## config.mk

```make
export PLATFORM = sky130hd
export DESIGN_NAME = branch_resolve
export DESIGN_NICKNAME = d
export VERILOG_FILES = /design/src/rtl/cpu_pkg.sv /design/src/rtl/br_target_calc.sv /design/src/rtl/branch_resolve.sv
export SDC_FILE = /design/constraint.sdc
export NUM_CORES = 1
export LEC_CHECK = 0
export CORE_MARGIN = 2
export CORE_UTILIZATION = 45
export DETAILED_ROUTE_END_ITERATION = 12
export PLACE_DENSITY = 0.86
export SYNTH_ARGS = -nofsm -noshare
export SYNTH_HDL_FRONTEND = slang
export SYNTH_HIERARCHICAL = 1
export SYNTH_SLANG_ARGS = --single-unit
```

## constraint.sdc

```tcl
create_clock -name clk -period 1.8 [get_ports clk]
set_clock_uncertainty 0.05 [all_clocks]
set_input_delay 0.45 -clock clk [delete_from_list [all_inputs] [get_ports clk]]
set_output_delay 0.45 -clock clk [all_outputs]
set_load 0.05 [all_outputs]
```

## src/rtl/cpu_pkg.sv

```systemverilog
// Shared CPU definitions: branch-resolve FSM states and fetch step size.
package cpu_pkg;

    localparam int unsigned PC_STEP = 4;

    typedef enum logic [1:0] {
        IDLE     = 2'd0,
        REDIRECT = 2'd1,
        SHADOW   = 2'd2
    } br_state_e;

endpackage

```

## src/rtl/br_target_calc.sv

```systemverilog
// Combinational control-flow target: jumps use imm as an absolute address,
// branches use pc + 4 + (imm << 2). Arithmetic wraps modulo 2^NUM_BITS.
module br_target_calc
    import cpu_pkg::*;
#(
    parameter int unsigned NUM_BITS = 32
) (
    input  logic                is_jump,
    input  logic [NUM_BITS-1:0] pc,
    input  logic [NUM_BITS-1:0] imm,
    output logic [NUM_BITS-1:0] target_c
);

    logic [NUM_BITS-1:0] branch_target_c;

    assign branch_target_c = pc + NUM_BITS'(PC_STEP) + (imm << 2);
    assign target_c        = is_jump ? imm : branch_target_c;

endmodule

```

## src/rtl/branch_resolve.sv

```systemverilog
// Branch/jump resolution: decides taken control flow, issues a one-cycle
// fetch redirect and flushes the wrong-path shadow for FLUSH_CYCLES cycles.
// Optional statistics counters are enabled with BRANCH_RESOLVE_STATS_EN.
module branch_resolve
    import cpu_pkg::*;
#(
    parameter int unsigned NUM_BITS     = 32,
    parameter int unsigned FLUSH_CYCLES = 2
) (
    input  logic                clk,
    input  logic                rst,
    input  logic                valid_in,
    input  logic                is_beq,
    input  logic                is_bne,
    input  logic                is_jump,
    input  logic [NUM_BITS-1:0] pc,
    input  logic [NUM_BITS-1:0] imm,
    input  logic                equal,
    input  logic                not_equal,
    input  logic                stall,
    output logic                redirect,
    output logic [NUM_BITS-1:0] redirect_pc,
    output logic                flush,
    output logic                cmp_err
`ifdef BRANCH_RESOLVE_STATS_EN
    ,
    output logic [15:0]         br_count,
    output logic [15:0]         taken_count
`endif
);

    localparam int unsigned CNT_W = 2;

    br_state_e           state;
    logic [CNT_W-1:0]    shadow_cnt;
    logic [NUM_BITS-1:0] target_c;
    logic                is_cond_c;
    logic                take_c;
    logic                incons_c;

    br_target_calc #(
        .NUM_BITS (NUM_BITS)
    ) u_target (
        .is_jump  (is_jump),
        .pc       (pc),
        .imm      (imm),
        .target_c (target_c)
    );

    // Jump wins; beq beats bne; an inconsistent compare falls back to equal alone.
    assign is_cond_c = ~is_jump & (is_beq | is_bne);
    assign incons_c  = (equal == not_equal);
    assign take_c    = is_jump | (is_beq & equal) | (~is_beq & is_bne & ~equal);

    // Redirect/flush sequencer; everything freezes while stall is high.
    always_ff @(posedge clk or posedge rst) begin
        if (rst) begin
            state       <= IDLE;
            shadow_cnt  <= '0;
            redirect    <= 1'b0;
            redirect_pc <= '0;
            flush       <= 1'b0;
            cmp_err     <= 1'b0;
        end else if (!stall) begin
            case (state)
                IDLE: begin
                    if (valid_in) begin
                        if (take_c) begin
                            state       <= REDIRECT;
                            redirect    <= 1'b1;
                            redirect_pc <= target_c;
                            flush       <= 1'b1;
                        end
                        if (is_cond_c && incons_c) begin
                            cmp_err <= 1'b1;
                        end
                    end
                end
                REDIRECT: begin
                    redirect <= 1'b0;
                    if (FLUSH_CYCLES <= 1) begin
                        state <= IDLE;
                        flush <= 1'b0;
                    end else begin
                        state      <= SHADOW;
                        shadow_cnt <= CNT_W'(FLUSH_CYCLES - 1);
                    end
                end
                SHADOW: begin
                    if (shadow_cnt <= CNT_W'(1)) begin
                        state      <= IDLE;
                        shadow_cnt <= '0;
                        flush      <= 1'b0;
                    end else begin
                        shadow_cnt <= shadow_cnt - CNT_W'(1);
                    end
                end
                default: begin
                    state    <= IDLE;
                    redirect <= 1'b0;
                    flush    <= 1'b0;
                end
            endcase
        end
    end

`ifdef BRANCH_RESOLVE_STATS_EN
    logic sample_c;

    assign sample_c = valid_in & ~stall & (state == IDLE) & (is_jump | is_beq | is_bne);

    // Saturating counts of sampled control-flow instructions and taken ones.
    always_ff @(posedge clk or posedge rst) begin
        if (rst) begin
            br_count    <= 16'd0;
            taken_count <= 16'd0;
        end else if (sample_c) begin
            if (br_count != 16'hFFFF) begin
                br_count <= br_count + 16'd1;
            end
            if (take_c && (taken_count != 16'hFFFF)) begin
                taken_count <= taken_count + 16'd1;
            end
        end
    end
`endif

endmodule

```

**Word level (Yosys, flattened, before mapping)**

Cells that the tools add are included.

- Register bits after elaboration: 39
- Bits of input ports: 73

- $add $sub $neg: 3
- Order comparisons: 1
- Eq/ne operators: 6
- Multiplexer cells: 12
- Bitwise operators: 13
- Reduce and logical (&&, ||, !) cells: 9

Operators with widths:

| kind | count |
|---|---|
| adder 32 x 3 -> 32 bit, second input constant | 1 |
| adder 32 bit | 1 |
| two-way mux 32 bit | 1 |
| AND reduction 4 bit | 4 |
| two-way mux 2 bit | 4 |
| != test 2 bit, second input constant | 3 |
| inverter 1 bit | 6 |
| one-hot mux 2 bit (3 select lines) | 1 |
| AND reduction 5 bit | 1 |
| AND 1 bit | 4 |
| one-hot mux 2 bit (2 select lines) | 1 |
| two-way mux 1 bit | 3 |
| bitwise OR 1 bit | 3 |
| one-hot mux 1 bit (3 select lines) | 1 |
| equality test 2 x 1 -> 1 bit, second input constant | 1 |
| equality test 2 bit, second input constant | 1 |
| less-or-equal comparator 2 x 1 -> 1 bit, second input constant | 1 |
| zero test 2 bit | 1 |
| one-hot mux 1 bit (2 select lines) | 1 |
| AND reduction 2 bit | 1 |
| nonzero test 2 bit | 1 |
| subtractor 2 x 1 -> 2 bit, second input constant | 1 |
| equality test 1 bit | 1 |
| logical AND 1 bit | 1 |

**Logic depth before layout (Yosys ltp)**

Gate-level depths: netlist of run 1.

- Word-level depth: 7
- Depth in mapped cells: 13
- Depth with buffers taken out: 13

**Cells and area by module**

Netlist of run 1, hierarchy kept.

By module, submodules not included:

| module | instances | cells an instance | area each (um2) | seq. area each (um2) |
|---|---|---|---|---|
| br_target_calc | 1 | 328 | 2334.7 | 0.0 |
| branch_resolve | 1 | 109 | 1773.0 | 975.9 |

**Least setup slack after synthesis of run 1**

Ideal clock, no wire load.

- Path kind: input -> register
- From: input pc[3]
- To: register redirect_pc[13]
- Arrival time: 2735 ps
- Data required time: 1625 ps
- Setup slack: -1110 ps
- Cell stages on the path: 11
- Cell sequence: ha_1 > ha_1 > fa_1 > a21oi_1 > nand4b_4 > nand2_1 > a31o_2 > a21o_1 > a211oi_1 > o31ai_1 > mux2_4

- Word-level cells in the longest chain between the ends: 3

RTL lines:

| element | RTL line | RTL |
|---|---|---|
| from (decl) | branch_resolve.sv:16 | `input logic [NUM_BITS-1:0] pc,` |
| adder 32 x 3 -> 32 bit | br_target_calc.sv:16 | `assign branch_target_c = pc + NUM_BITS'(PC_STEP) + (imm << 2);` |
| adder 32 bit | br_target_calc.sv:16 |  |
| two-way mux 32 bit | br_target_calc.sv:17 | `assign target_c = is_jump ? imm : branch_target_c;` |
| via target_c[13] | branch_resolve.sv:36 | `logic [NUM_BITS-1:0] target_c;` |
| to (signal assigned) | branch_resolve.sv:71 | `redirect_pc <= target_c;` |
| to (decl) | branch_resolve.sv:22 | `output logic [NUM_BITS-1:0] redirect_pc,` |

The timed path passes the listed nets, and every way through them passes these cells.
A chain may end at the register's enable or synchronous reset.

**Worst setup path in the final report of run 1**

- From: input imm[0]
- To: register redirect_pc[17]

- Word-level cells in the longest chain between the ends: 2

RTL lines:

| element | RTL line | RTL |
|---|---|---|
| from (decl) | branch_resolve.sv:17 | `input logic [NUM_BITS-1:0] imm,` |
| adder 32 bit | br_target_calc.sv:16 |  |
| two-way mux 32 bit | br_target_calc.sv:17 |  |
| via target_c[17] | branch_resolve.sv:36 |  |

The timed path passes the listed nets, and every way through them passes these cells.

==> results of run 1 <==
worst max-delay path by stage:
stage	slack, ns	startpoint	end
4_1_cts	-0.87	pc[3]	redirect_pc[25]
3_5_place_dp	-1.65	pc[3]	redirect_pc[31]
3_3_place_gp	-1.57	imm[0]	redirect_pc[25]
5_1_grt	-1.17	imm[0]	redirect_pc[13]
2_1_floorplan	-0.96	imm[1]	redirect_pc[25]
6_report	-1.11	imm[0]	redirect_pc[17]
logic make-up (layout without fill, tap and decap cells):
| logic type | count (synthesis) | in the layout |
|---|---|---|
| AOI/OAI and AO/OA | 128 | 128 |
| other | 0 | 1 |
| xor gates and xnor gates | 23 | 23 |
| and+or+nand+nor | 114 | 114 |
| buffers and inverters | 31 | 275 |
| adders and majority gates | 62 | 62 |
| muxes | 40 | 40 |
| DFF | 39 | 39 |
where the power goes:
group	total [mW]	internal [mW]	switching (mW)
sequential	1.64	1.28	0.353
combinational	5.88	2.58	3.30
clock	0.935	0.555	0.380
flip-flops by register name, summed over array words and instances (netlist names):
name and flops:
redirect_pc 32, shadow_cnt 2, state 2, cmp_err 1, flush 1, redirect 1
critical path, cell delays in order:
cell,delay [ns]
buf_2,0.13
inv_2,0.09
ha_4,0.14
inv_2,0.04
ha_4,0.16
fa_2,0.36
a21oi_2,0.22
nand4b_4,0.18
buf_4,0.11
buf_6,0.10
nand2_8,0.07
a211o_1,0.27
a21oi_2,0.15
xor2_1,0.21
o21ai_1,0.11
mux2_4,0.27
cell type report:
cell class	instances	area, sq um	share of cell area [%]
antenna	1	2.50	0.0325
clock buffer	6	72.6	0.943
clock inverter	2	60.1	0.780
inverter	12	45.0	0.585
multi-input combinational	367	4250	55.3
sequential	39	976	12.7
tap	108	135	1.76
timing repair buffer	255	2150	28.0
repair_timing:
item | in CTS | in global routing
resized for setup | 369 | 42
pin swaps | 116 | 49
setup endpoints to repair | 34 | 35
buffers inserted | 33 | 14
gates cloned | 1 | 0
Yosys cell counts, types with 3 or more instances:
cell type,number
mux2_2,9
o21a_1,5
nor3_1,5
nand2b_1,4
ha_1,61
a31oi_1,7
a211oi_1,5
nor2_1,24
o21ai_0,25
buf_12,3
nand2_1,44
xor2_1,15
o21bai_1,3
nand4_1,8
inv_1,11
a21oi_1,33
a21o_1,18
nor2b_1,5
nand3_1,8
o21ai_1,11
a211o_1,3
clkbuf_1,14
and3_1,6
xnor2_1,8
mux2_4,30
dfrtp_1,39
layout by cell type, fill, tap and decap left out, types with 8 or more instances in the layout:
| cell | synthesis | routed |
|---|---|---|
| nor2_1 | 24 | 17 |
| a21oi_2 | 1 | 18 |
| buf_2 | 1 | 20 |
| dlygate4sd2_1 | 0 | 11 |
| o21ai_1 | 11 | 18 |
| nand4_1 | 8 | 8 |
| o21ai_2 | 0 | 12 |
| nand2_1 | 44 | 36 |
| xor2_1 | 15 | 12 |
| dfrtp_1 | 39 | 39 |
| a21o_1 | 18 | 18 |
| mux2_4 | 30 | 33 |
| buf_4 | 0 | 151 |
| buf_6 | 0 | 43 |
| a21oi_1 | 33 | 12 |
| clkdlybuf4s50_1 | 0 | 14 |
| ha_4 | 0 | 55 |
per-layer routing:
metal | track usage [%] | wire length, um
met1 | 42.0 | 7280
met3 | 5.62 | 1700
met5 | 0 | 0
met4 | 20.0 | 1860
met2 | 67.7 | 10100
per-stage QoR:
| step | util [%] | worst slack (ns) | cell area (sq um) | power (mW) | cells |
|---|---|---|---|---|---|
| after global routing | 87.4 | -1.17 | 7700 | 8.68 | 790 |
| after CTS | 84.9 | -0.870 | 7470 | 7.74 | 778 |
| after floorplan | - | -0.956 | 4350 | 4.52 | 437 |
| final | 87.4 | -1.11 | 7700 | 8.45 | 790 |
| after detailed placement | 69.9 | -1.65 | 6160 | 6.14 | 737 |
| after global placement | 69.9 | -1.57 | 6160 | 6.04 | 737 |
==> flow_summary.json, run 1 <==
{
  "failed_checks": "negative setup slack",
  "timing.critical_path.from_type": "input pin",
  "routedWlPerCell_um": 26.5,
  "holdPathStages": 3,
  "dieArea_sq_mm": 0.00991,
  "n_fill_cell": 368,
  "drv_cap": 0,
  "start_util_pct": 46.6,
  "grt_pass1_wl_mm": 28.9,
  "max-slew-margin-rel_pct": 71.0,
  "path_clk_slew_ns": 0.10,
  "r2r_start": "state[0]",
  "crit_required_ns": 1.96,
  "drive_gt1_share_pct": 64.0,
  "max_freq_mhz": 344,
  "synth_fp_nets": 572,
  "antenna_found_initial": 1,
  "core_sq_mm": 0.00881,
  "synth_edf_count": 0,
  "endpoint_kind": "flop",
  "cp_max_fo": 4,
  "die-height_um": 99.5,
  "place.gp.congestion": 0.928,
  "min_period_over_period_pct": 162,
  "area_growth_pct": 87.4,
  "grt-ovfl-total": 0,
  "cts-root-buf": "clkbuf_8",
  "clk_latency_ns": 0.31,
  "holdCritStartpoint": "imm[3]",
  "hold_violations": 0,
  "synth_flop_cell": "dfrtp_1",
  "grt_max_degree": 40,
  "power_density_mw_per_mm2": 1100,
  "min_period_ns": 2.91,
  "num_vias": 5123,
  "synth_mux_area_share_pct": 13.7,
  "syn-instance-count": 437,
  "cts_tree": "built",
  "io_buffer_count": 107,
  "vias_per_cell": 6.48,
  "synth_compound_area_share_pct": 20.5,
  "rows": 34,
  "tns_ns": -22.10,
  "synth-simple-area-share_pct": 14.1,
  "synth_top_cell_area_share_pct": 23.8,
  "die_w_um": 99.5,
  "worst-r2r-cell-count": 6,
  "synth_area_sq_mm": 0.00411,
  "grtUsageTotal_pct": 37.4,
  "rsz0062_at_grt": "true",
  "hpwl_mm": 9.93,
  "outcome": "finished with violations",
  "yosys.area_share.xor_xnor_pct": 4.90,
  "synth_seq_cells": 39,
  "rr_endpoint": "redirect_pc[24]",
  "antenna_left": 0,
  "ys_seq_area_share_pct": 23.8,
  "critPathKind": "in2reg",
  "setup_viol": 31,
  "clock-sinks": 39,
  "fin_nets": 815,
  "p_leak_nw": 3.45,
  "firstDrtPassIters": 5,
  "worstPathArrival_ns": 3.07,
  "netlist_top_cells_area": "dfrtp_1 (24%), ha_1 (19%), mux2_4 (11%)",
  "syn_avg_cell_area_sq_um": 9.40,
  "synth_top_family_by_area": "compound AO/OA/AOI/OAI gates",
  "ys_warn_count": 6,
  "worst_pin_slew_ns": 0.434,
  "async_reset_ff_share_pct": 100,
  "tritoncts.num_buffers": 5,
  "wl_mm": 20.9,
  "grt_pass1_vias": 5285,
  "drt_iter0_markers": 398,
  "drv_slew": 0,
  "synth_cell_types": 55,
  "drc_errors": 0,
  "clk_path_buf_depth": 2,
  "htreeDepth": 2,
  "netlist.top_cell.by_area": "dfrtp_1",
  "hold_path_class": "in2reg",
  "ir_drop_mv": 1.16,
  "whs_endpoint": "redirect_pc[3]",
  "pin_count": 108,
  "r2r_setup_slack_ns": -0.05,
  "postLayoutSetupSlackWorst_ns": -1.11,
  "cts_hold_buf": 0,
  "synth_fa_ha_area_share_pct": 19.1,
  "hold_ws_ns": 0.461
}
(Power assumes the default switching activity.)
==> inputs of run 2 (changes only) <==
GPL_ROUTABILITY_DRIVEN = 0   (was unset)
SKIP_CTS_REPAIR_TIMING = 1   (was unset)
==> flow_summary.json, run 2 (synthesis gave the netlist of run 1 again) <==
{
  "outcome": "finished with violations",
  "failed_checks": "negative setup slack",
  "p_leak_nw": 3.57,
  "vias_per_cell": 6.12,
  "dieArea_sq_mm": 0.00991,
  "hold_path_class": "reg2reg",
  "htreeDepth": 2,
  "crit_required_ns": 1.95,
  "routedWlPerCell_um": 23.1,
  "area_growth_pct": 79.9,
  "hpwl_mm": 10.3,
  "largest_reg_flops": 32,
  "cp_max_fo": 3,
  "path_clk_slew_ns": 0.09,
  "max_freq_mhz": 363,
  "clk_latency_ns": 0.31,
  "min_period_ns": 2.76,
  "grt_pass1_vias": 4454,
  "diodes": 0,
  "min_period_over_period_pct": 153,
  "top_layer_used": "met4",
  "ir_drop_mv": 1.05,
  "cp-startpoint": "imm[1]",
  "grt-ovfl-total": 0,
  "grt_max_degree": 30,
  "antenna_found_initial": 0,
  "grtUsageTotal_pct": 25.9,
  "num_vias": 4705,
  "cts-root-buf": "clkbuf_8",
  "io_buffer_count": 107,
  "rr_endpoint": "redirect_pc[22]",
  "final_common_cell": "buf_4",
  "clock-sinks": 39,
  "rows": 34,
  "drv_slew": 0,
  "crit_path_cell_trace": "buf_8 > ha_4 > ha_4 > fa_2 > a21oi_2 > nand4b_4 > a211o_1 > a31oi_4 > buf_6 > a311oi_2 > xor2_1 > o21ai_1 > mux2_4",
  "fin_nets": 795,
  "pre_cts_ws_ns": -1.67,
  "drt_iter0_markers": 357,
  "postLayoutSetupSlackWorst_ns": -0.956,
  "drc_errors": 0,
  "r2r_setup_slack_ns": -0.12,
  "endpoint_kind": "flop",
  "worst-r2r-cell-count": 6,
  "cts_tree": "built",
  "wl_met1_mm": 6.74,
  "power_density_mw_per_mm2": 1060,
  "r2r_start": "state[0]",
  "hold_violations": 0,
  "crit_top_cell": "ha_4",
  "layout_common_cells": "buf_4 (153), ha_4 (56), dlymetal6s2s_1 (41), nand2_1 (39), dfrtp_1 (39)",
  "tritoncts.num_buffers": 5,
  "drv_cap": 0,
  "holdPathStages": 2,
  "timing.critical_path.from_type": "input pin",
  "route.met3.wl_mm": 1.06,
  "core_sq_mm": 0.00881,
  "regMostFlops": "redirect_pc",
  "wl_met2_mm": 9.02,
  "critPathKind": "in2reg",
  "final_util_pct": 83.9,
  "pin_count": 108,
  "antenna_left": 0,
  "wl_mm": 17.7,
  "setup_viol": 33,
  "grt_pass1_wl_mm": 20.7,
  "tns_ns": -18.65,
  "max-slew-margin-rel_pct": 71.2,
  "worst_pin_slew_ns": 0.432,
  "crit_path_max_incr_delay_ns": 0.34,
  "p_total_mw": 7.80,
  "crit_end": "redirect_pc[19]",
  "clk_path_buf_depth": 2,
  "die-height_um": 99.5,
  "largest_registers": "redirect_pc x32, shadow_cnt x2, state x2",
  "hold_ws_ns": 0.448,
  "rsz0062_at_grt": "true",
  "start_util_pct": 46.6,
  "die_w_um": 99.5,
  "firstDrtPassIters": 5,
  "drive_gt1_share_pct": 54.8,
  "critPathSlowestCell": "fa_2",
  "worstPathArrival_ns": 2.91
}
run 2: cell count changes in the layout (fill, tap and decap cells not counted), sizes merged, moves of 2 or more:
cell / change
clkdlybuf4s15: -5
dlygate4sd2: -11
clkbuf: +9
dlymetal6s2s: +41
buf: -54
clkinv: +2
run 2: how the worst min path moves through the flow:
stage	end	startpoint
3_3_place_gp	cmp_err	cmp_err
5_1_grt	redirect_pc[3]	rst
2_1_floorplan	state[1]	state[1]
3_5_place_dp	cmp_err	cmp_err
6_report	cmp_err	cmp_err
4_1_cts	redirect_pc[3]	rst
run 2: power by group:
group | internal, mW | switching (mW)
Combinational | 2.38 | 2.99
Sequential | 1.28 | 0.344
Clock | 0.414 | 0.383
Total | 4.08 | 3.72
run 2: routing by layer:
metal / track usage [%] / up-vias
li1: - / 2047
met1: 31.3 / 2312
met2: 47.3 / 262
met3: 2.53 / 84
met4: 9.59 / 0
met5: 0 / -
run 2: critical path, delay by kind of cell:
kind / cells / cell delay [ns]
AOI/OAI and AO/OA: 5 / 0.84
adders and majority gates: 3 / 0.74
muxes: 1 / 0.26
buffers and inverters: 2 / 0.24
xor gates and xnor gates: 1 / 0.19
and+or+nand+nor: 1 / 0.17
run 2: final cells by class:
type                       instances  area (sq um)
inverter                          12          45.0
clock buffer                       5          68.8
clock inverter                     3          43.8
sequential                        39           976
fill                             416          1420
timing repair buffer             235          2070
multi-input combinational        367          4060
tap                              108           135
run 2: per-stage QoR:
stage / cell area (sq um) / instances
after floorplan: 4350 / 437
after global routing: 7390 / 769
after CTS: 6240 / 743
after detailed placement: 6130 / 735
final: 7390 / 769
after global placement: 6130 / 735
